<file path="src/rtl/fifo_wt_arb.sv">
// Round-robin arbiter sharing one FIFO write port among N_REQ requesters.
// Packets are never interleaved, and writes are throttled against w_emptycount.
module fifo_wt_arb #(
    parameter int N_REQ = 4,
    parameter int WIDTH = 8,
    parameter int DEPTH = 16,
    localparam int ID_W  = $clog2(N_REQ),
    localparam int CNT_W = $clog2(DEPTH) + 1
) (
    input  logic                     clk,
    input  logic                     a_rst_n,
    input  logic [N_REQ-1:0]         req_valid,
    input  logic [N_REQ-1:0]         req_last,
    input  logic [N_REQ*WIDTH-1:0]   req_data,
    output logic [N_REQ-1:0]         req_ready,
    input  logic [CNT_W-1:0]         w_emptycount,
    output logic                     wt,
    output logic [WIDTH-1:0]         wtdata,
    output logic [ID_W-1:0]          grant_id,
    output logic                     locked,
    output logic [15:0]              words_written
);

    localparam logic [0:0] ST_IDLE   = 1'b0;
    localparam logic [0:0] ST_LOCKED = 1'b1;

    logic [0:0]       state;
    logic [0:0]       state_nxt;
    logic [ID_W-1:0]  rr_ptr;
    logic [ID_W-1:0]  lock_id;
    logic [ID_W-1:0]  win_id;
    logic [ID_W-1:0]  cand;
    logic [ID_W-1:0]  rr_nxt;
    logic             win_found;
    logic             space;
    logic             accept;
    logic             acc_last;
    logic [WIDTH-1:0] acc_data;

    // A write still in flight is not yet counted by w_emptycount, so reserve a slot for it.
    assign space = (w_emptycount > {{(CNT_W-1){1'b0}}, wt});

    always_comb begin
        win_found = 1'b0;
        win_id    = '0;
        cand      = '0;
        if (state == ST_LOCKED) begin
            win_found = req_valid[lock_id];
            win_id    = lock_id;
        end else begin
            for (int unsigned k = 0; k < N_REQ; k++) begin
                cand = ID_W'((32'(rr_ptr) + k) % N_REQ);
                if (!win_found && req_valid[cand]) begin
                    win_found = 1'b1;
                    win_id    = cand;
                end
            end
        end
    end

    always_comb begin
        req_ready = '0;
        if (win_found && space) begin
            req_ready[win_id] = 1'b1;
        end
    end

    assign accept = win_found & space;

    always_comb begin
        acc_last = 1'b0;
        acc_data = '0;
        for (int unsigned i = 0; i < N_REQ; i++) begin
            if (ID_W'(i) == win_id) begin
                acc_last = req_last[i];
                acc_data = req_data[i*WIDTH +: WIDTH];
            end
        end
    end

    assign rr_nxt = (win_id == ID_W'(N_REQ-1)) ? '0 : win_id + 1'b1;

    always_comb begin
        state_nxt = state;
        if (accept) begin
            state_nxt = acc_last ? ST_IDLE : ST_LOCKED;
        end
    end

    always_ff @(posedge clk or negedge a_rst_n) begin
        if (!a_rst_n) begin
            state         <= ST_IDLE;
            rr_ptr        <= '0;
            lock_id       <= '0;
            wt            <= 1'b0;
            wtdata        <= '0;
            grant_id      <= '0;
            locked        <= 1'b0;
            words_written <= '0;
        end else begin
            state  <= state_nxt;
            locked <= (state_nxt == ST_LOCKED);
            wt     <= accept;
            wtdata <= accept ? acc_data : '0;
            if (accept) begin
                grant_id      <= win_id;
                words_written <= words_written + 16'd1;
                if (acc_last) begin
                    rr_ptr <= rr_nxt;
                end else begin
                    lock_id <= win_id;
                end
            end
        end
    end

endmodule

</file>
<file path="config.mk">
export PLATFORM = sky130hd
export DESIGN_NAME = fifo_wt_arb
export DESIGN_NICKNAME = d
export VERILOG_FILES = /design/src/rtl/fifo_wt_arb.sv
export SDC_FILE = /design/constraint.sdc
export NUM_CORES = 1
export LEC_CHECK = 0
export CORE_UTILIZATION = 43
export CTS_BUF_LIST = sky130_fd_sc_hd__clkbuf_8
export CTS_CLUSTER_SIZE = 16
export DETAILED_ROUTE_END_ITERATION = 7
export GPL_TIMING_DRIVEN = 0
export HOLD_SLACK_MARGIN = 0.03
export PLACE_DENSITY_LB_ADDON = 0.08
export SYNTH_ARGS = -nofsm -noshare
export SYNTH_HDL_FRONTEND = slang
export SYNTH_SLANG_ARGS = --single-unit
export TNS_END_PERCENT = 100
</file>
<file path="constraint.sdc">
create_clock -name clk -period 3.6 [get_ports clk]
set_input_delay 0.72 -clock clk [delete_from_list [all_inputs] [get_ports clk]]
set_output_delay 0.72 -clock clk [all_outputs]
set_load 0.02 [all_outputs]
</file>
; ---- Yosys cells after proc, flatten, opt, wreduce, memory -nomap -nowiden
; Index checks and enable logic that the tools add are counted.
[word_totals]
register_bits = 32
input_bits = 47
output_inout_bits = 32
word_cells = 74
[classes]
n_addsub = 5
magnitude_cmp = 8
n_eq_ne = 4
mux = 37
bitwise = 2
n_reduce_logical = 11
[op_table]
columns = cell, n
row1 = $mux W8, 5
row2 = $mux W1, 19
row3 = $lt A2 B3 Y1 const B, 6
row4 = $add A16 B1 Y16 const B, 1
row5 = $mux W2, 6
row6 = $bmux W1 S2, 5
row7 = $gt A5 B1 Y1, 1
row8 = $logic_and A1 B1 Y1, 5
row9 = $add A2 B1 Y2 const B, 2
row10 = $add A2 B2 Y2 const B, 2
row11 = $eq A2 B2 Y1 const A, 2
row12 = $mux W4, 1
row13 = $reduce_and A2 Y1, 2
row14 = $logic_not A1 Y1, 3
row15 = $demux W1 S2, 1
row16 = $eq A1 B2 Y1 const A, 1
row17 = $eq A2 B2 Y1 const B, 1
row18 = $ge A2 B1 Y1 const B, 1
row19 = $logic_not A2 Y1, 1
row20 = $and A1 B1 Y1, 1
row21 = $not A1 Y1, 1

; ---- Logic depth before layout (Yosys ltp)
[logic_depth]
depth_word = 23
ltp_mapped = 12
mapped_depth_nobuf = 11

; ---- Worst setup path after synthesis
; No wires, ideal clock.
[synth_timing]
path_kind = input to output
start = input port req_valid[0]
end = output port req_ready[3]
arrival_ns = 2.533
t_required_ns = 2.880
slack_ns = 0.347
path_stages = 7
n_path_buf = 2
cell_sequence = or2_2 -> o311a_1 -> o31ai_1 -> ha_1 -> clkbuf_1 -> clkbuf_1 -> and2_1
[synth_between]
elab_chain_len = 21
word_cells_on_any_way = 36
cone_classes = order compare: 2 / mux: 26 / reduce/logical: 8
[synth_lines]
columns = item, line_no
row1 = start: declaration, 12  ; input logic [N_REQ-1:0] req_valid,
row2 = $bmux W1 S2, 53  ; if (!win_found && req_valid[cand]) begin
row3 = $mux W1 (not written as such), 53
row4 = $mux W1, 53
row5 = $mux W1, 47  ; if (state == ST_LOCKED) begin
row6 = $logic_not A1 Y1, 53
row7 = $logic_and A1 B1 Y1, 53
row8 = $mux W1, 53
row9 = $mux W1, 47
row10 = (+6 left out), -
row11 = $mux W2 (*), 53
row12 = $mux W2 (*), 47
row13 = via win_id[1], 31  ; logic [ID_W-1:0] win_id;
row14 = $lt A2 B3 Y1 (not written as such) / $ge A2 B1 Y1 (equally long branches), 64  ; req_ready[win_id] = 1'b1;
row15 = $logic_and A1 B1 Y1 (not written as such), 64
row16 = $mux W1 (not written as such), 64
row17 = $demux W1 S2 (*), 64
row18 = $mux W4 (*), 63  ; if (win_found && space) begin
row19 = end: declaration, 15  ; output logic [N_REQ-1:0] req_ready,
; Mark *: on every way through the listed nets, which the timed path passes. The rest lies on a longest branch. The select of a mux whose other input is x is not followed.

; ---- Worst setup path in the final report
[layout_timing]
start = input port w_emptycount[0]
end = output port req_ready[1]
[layout_between]
elab_chain_len = 3
[layout_lines]
columns = item, line_no
row1 = start: declaration, 16  ; input logic [CNT_W-1:0] w_emptycount,
row2 = $gt A5 B1 Y1, 41  ; assign space = (w_emptycount > {{(CNT_W-1){1'b0}}, wt});
row3 = $logic_and A1 B1 Y1, 63
row4 = $mux W4, 63
; No other way between the ends.

==> qor_table.md <==
| Item | This run | Unit |
| --- | --- | --- |
| Critical path capture point type | output pin | - |
| Final setup viols | 0 | - |
| Antenna violations before repair | 0 | - |
| Static Leak | 1.158 | nW |
| Worst path arrival time | 2730 | ps |
| Chip height | 66.37 | um |
| Detailed-route via count | 1696 | - |
| Routed via count divided by cell count | 5.251 | - |
| Switching part of the total power | 0.4247 | - |
| Fraction of layout cells with a size suffix above 1 | 0.1355 | - |
| Final HPWL DP | 3.359 | mm |
| Clock insertion delay at the later pin of the skew report | 280 | ps |
| Core Area | 4000 | um^2 |
| Core utilization of the finished layout | 0.7047 | - |
| Drc violations | 0 | - |
| Type of element launching the critical path | input port | - |
| Worst vdd ir | 471.4 | uV |
| Synthesized netlist net count | 237 | - |
| Count of boundary I/O pins | 79 | - |
| Via count of the first global-routing pass | 1623 | - |
| Setup Crit Path Kind | in -> out | - |
| Number of placement rows | 23 | - |
| Count of endpoints failing hold in the final timing report | 0 | - |
| Share of the clock period used by the worst path after layout | 0.9575 | - |
| Internal power summed over all cells | 1.426 | mW |
| Part of the total power dissipated in combinational logic | 0.642 | - |
| Max_cap viols | 0 | - |
| Final Non-Filler Cells | 323 | - |
| Starting density of the core | 0.4454 | - |
| Area share of xor/xnor cells in the synthesized design | 0.07374 | - |
| Clock slew at the register clock pins of the worst setup and hold paths | 60 | ps |
| Worst hold path type | reg -> reg | - |
| Growth of design area from synthesis to finish | 58.22 | % |
| Net count of the finished layout | 325 | - |
| Routed WL per cell | 14.15 | um |
| Critical path peak fanout | 10 | - |
| Count of clock tree sinks | 32 | - |
| Clock tree from TritonCTS | done | - |
| Most common cell after layout, fill and taps aside | sky130_fd_sc_hd__clkdlybuf4s50_1 | - |
| Power density relative to cell area | 879.4 | nW/um^2 |
| Seq cells post-synth | 32 | - |
| Antenna Violating Nets Remaining | 0 | - |
| Synthesized area | 1782 | um^2 |
| Number of H-tree levels | 2 | - |
| First-pass DRT Iterations | 5 | - |
| Skew final | 3.537 | ps |
| Basic-gate share of the synthesized area counting and, or, nand and nor cells | 0.2254 | - |
| Pin count of the biggest net entering global routing | 33 | - |
| Mean post-synth cell area | 9.683 | um^2 |
| Net switching component of the power | 1.053 | mW |
| Die X-Extent | 66.37 | um |
| Min Clock Period, post-route | 3447 | ps |
| Top post-synthesis cells by area | sky130_fd_sc_hd__dfrtp_1, sky130_fd_sc_hd__nor3_1, sky130_fd_sc_hd__ha_1, sky130_fd_sc_hd__a221oi_1, sky130_fd_sc_hd__xor2_1 | - |
| # placed instances | 312 | - |
| Max-Slew Margin vs Limit | 0.5295 | - |
| Master cell of the clock root buffer | sky130_fd_sc_hd__clkbuf_8 | - |
| Compound-gate portion of the synthesized area | 0.1257 | - |
| Die area | 4405 | um^2 |
| Portion of netlist area occupied by mux cells | 0.04354 | - |
| Cts bufs inserted | 5 | - |
| Total routed wirelength | 4.572 | mm |
| Overall fraction of global-route tracks in use | 0.2282 | - |
| Largest family of logic cells by synthesized area | simple AND/OR/NAND/NOR gates | - |
| Cells on Worst Hold Path | 1 | - |
| Synth cell types | 38 | - |
| Mapped Cells | 184 | - |
| First-pass GRT wire length | 7.341 | mm |
| Cell type with the largest total area after synthesis | sky130_fd_sc_hd__dfrtp_1 | - |
| Worst-margin pin slew | 705.8 | ps |
| Post-Synth Adder-Cell Area | 0.04213 | - |
| Register area share after synthesis | 0.4494 | - |
| Fraction of synthesized cell area taken by the top area cell type | 0.4494 | - |
| Unrepaired setup endpoints after global routing | false | - |
| Antenna diodes | 0 | - |
| Maximum root-to-sink buffer count | 2 | - |
| Port Buffers | 78 | - |
| Required time reported for the critical path endpoint | 2880 | ps |
| Upper clock frequency limit | 290.1 | MHz |
| Highest-count cells in the layout ignoring fill and taps | sky130_fd_sc_hd__clkdlybuf4s50_1, sky130_fd_sc_hd__dfrtp_1, sky130_fd_sc_hd__nor2_1, sky130_fd_sc_hd__nor3_1, sky130_fd_sc_hd__nand2_1 | - |
| Worst hold slack | 466.6 | ps |
| Part of the total power dissipated in the clock network | 0.109 | - |
| Sum of overflow across all layers after global routing | 0 | - |
| Sequential Power Share | 0.249 | - |
| Max-slew violation total from the final report | 0 | - |
| Starting DRT DRC Count | 72 | - |
| # hold bufs at CTS | 0 | - |
| Yosys synthesis warning count | 0 | - |
| Outcome | completed | - |
| Cells on worst reg2reg path | 11 | - |
| Routability Congestion | 0.8134 | - |
==> sequential cells by signal, summed over array words and instances, names as in the netlist <==
name           flops
lock_id            2
grant_id           2
state              1
words_written     16
wtdata             8
wt                 1
rr_ptr             2
==> synth_stat cells, drive strengths merged <==
library cell / instances
dfrtp: 32
nor2: 16
nor3: 16
nand2: 12
nor2b: 10
a21oi: 9
a221oi: 8
clkbuf: 8
xor2: 8
xnor2: 7
and2: 6
ha: 6
nand3: 6
inv: 5
mux2i: 4
nand4: 4
o21ai: 4
buf: 3
mux2: 3
nand2b: 2
o31ai: 2
or4: 2
a21o: 1
a221o: 1
a22oi: 1
a31oi: 1
a32oi: 1
and3: 1
and4: 1
nor4: 1
o22ai: 1
o311a: 1
or2: 1
==> what timing repair did <==
item	in CTS	in global routing
endpoints found under the setup margin	6	8
pin swaps	2	1
buffers inserted	5	1
gates resized for setup	29	7
==> through the flow <==
stage / power, mW / instance area [um^2] / setup TNS, ps / setup slack, ps
finish: 2.479 / 2819 / 0 / 152.9
global route: 2.670 / 2819 / 0 / 33.63
CTS: 2.489 / 2819 / 0 / 9.655
detailed placement: 2.073 / 2625 / -4211 / -1020
global placement: 2.047 / 2625 / -3802 / -975.3
floorplan: 1.543 / 1782 / 0 / 347.0
==> per-layer routing <==
layer  track usage  vias up  share of wire
met5             0        -              0
met4        0.1144        0          0.025
met3       0.04310       10          0.037
met2        0.3814       40           0.49
met1        0.2794      824           0.44
li1              -      822              -
==> power groups by stage <==
stage	registers, mW	clock network [mW]	logic [mW]
after floorplan	0.738	0	0.805
after global placement	0.618	0	1.43
after detailed placement	0.620	0	1.45
after CTS	0.620	0.278	1.59
after global routing	0.636	0.294	1.74
final	0.617	0.271	1.59
==> path summary, 6_finish.rpt <==
| path | endpoint | slack (ps) | from |
|---|---|---|---|
| setup / recovery | req_ready[1] | 150 | w_emptycount[0] |
| hold / removal | words_written[15] | 470 | words_written[15] |
| setup reg to reg | rr_ptr[1] | 590 | state |
| hold reg to reg | words_written[15] | 470 | words_written[15] |
| max in group asynchronous | wtdata[7] | 2650 | a_rst_n |
| min in group asynchronous | rr_ptr[1] | 490 | a_rst_n |
==> final cells by class <==
type | instances | area (um^2)
timing repair buffer | 84 | 817.0
fill | 339 | 1181
inverter | 5 | 21.27
buffer | 8 | 60.06
sequential | 32 | 800.8
clock buffer | 6 | 82.58
clock inverter | 2 | 7.507
multi-input combinational | 136 | 967.2
tap | 50 | 62.56
==> critical path, cell delays in order <==
cell,delay (ps)
sky130_fd_sc_hd__clkdlybuf4s50_1,450
sky130_fd_sc_hd__inv_1,40
sky130_fd_sc_hd__ha_1,270
sky130_fd_sc_hd__nor2_1,110
sky130_fd_sc_hd__o22ai_2,100
sky130_fd_sc_hd__a221o_4,380
sky130_fd_sc_hd__inv_4,110
sky130_fd_sc_hd__buf_6,160
sky130_fd_sc_hd__and2_1,130
sky130_fd_sc_hd__clkdlybuf4s15_2,260
==> logic make-up (layout without fill, tap and decap cells) <==
logic type      Yosys count  after routing
buf+inv                  16            105
fa+ha+maj                 6              6
flops                    32             32
mux                       7              7
compound gates           30             30
simple gates             78             78
xor+xnor                 15             15
Power figures use the tool's default switching activity.
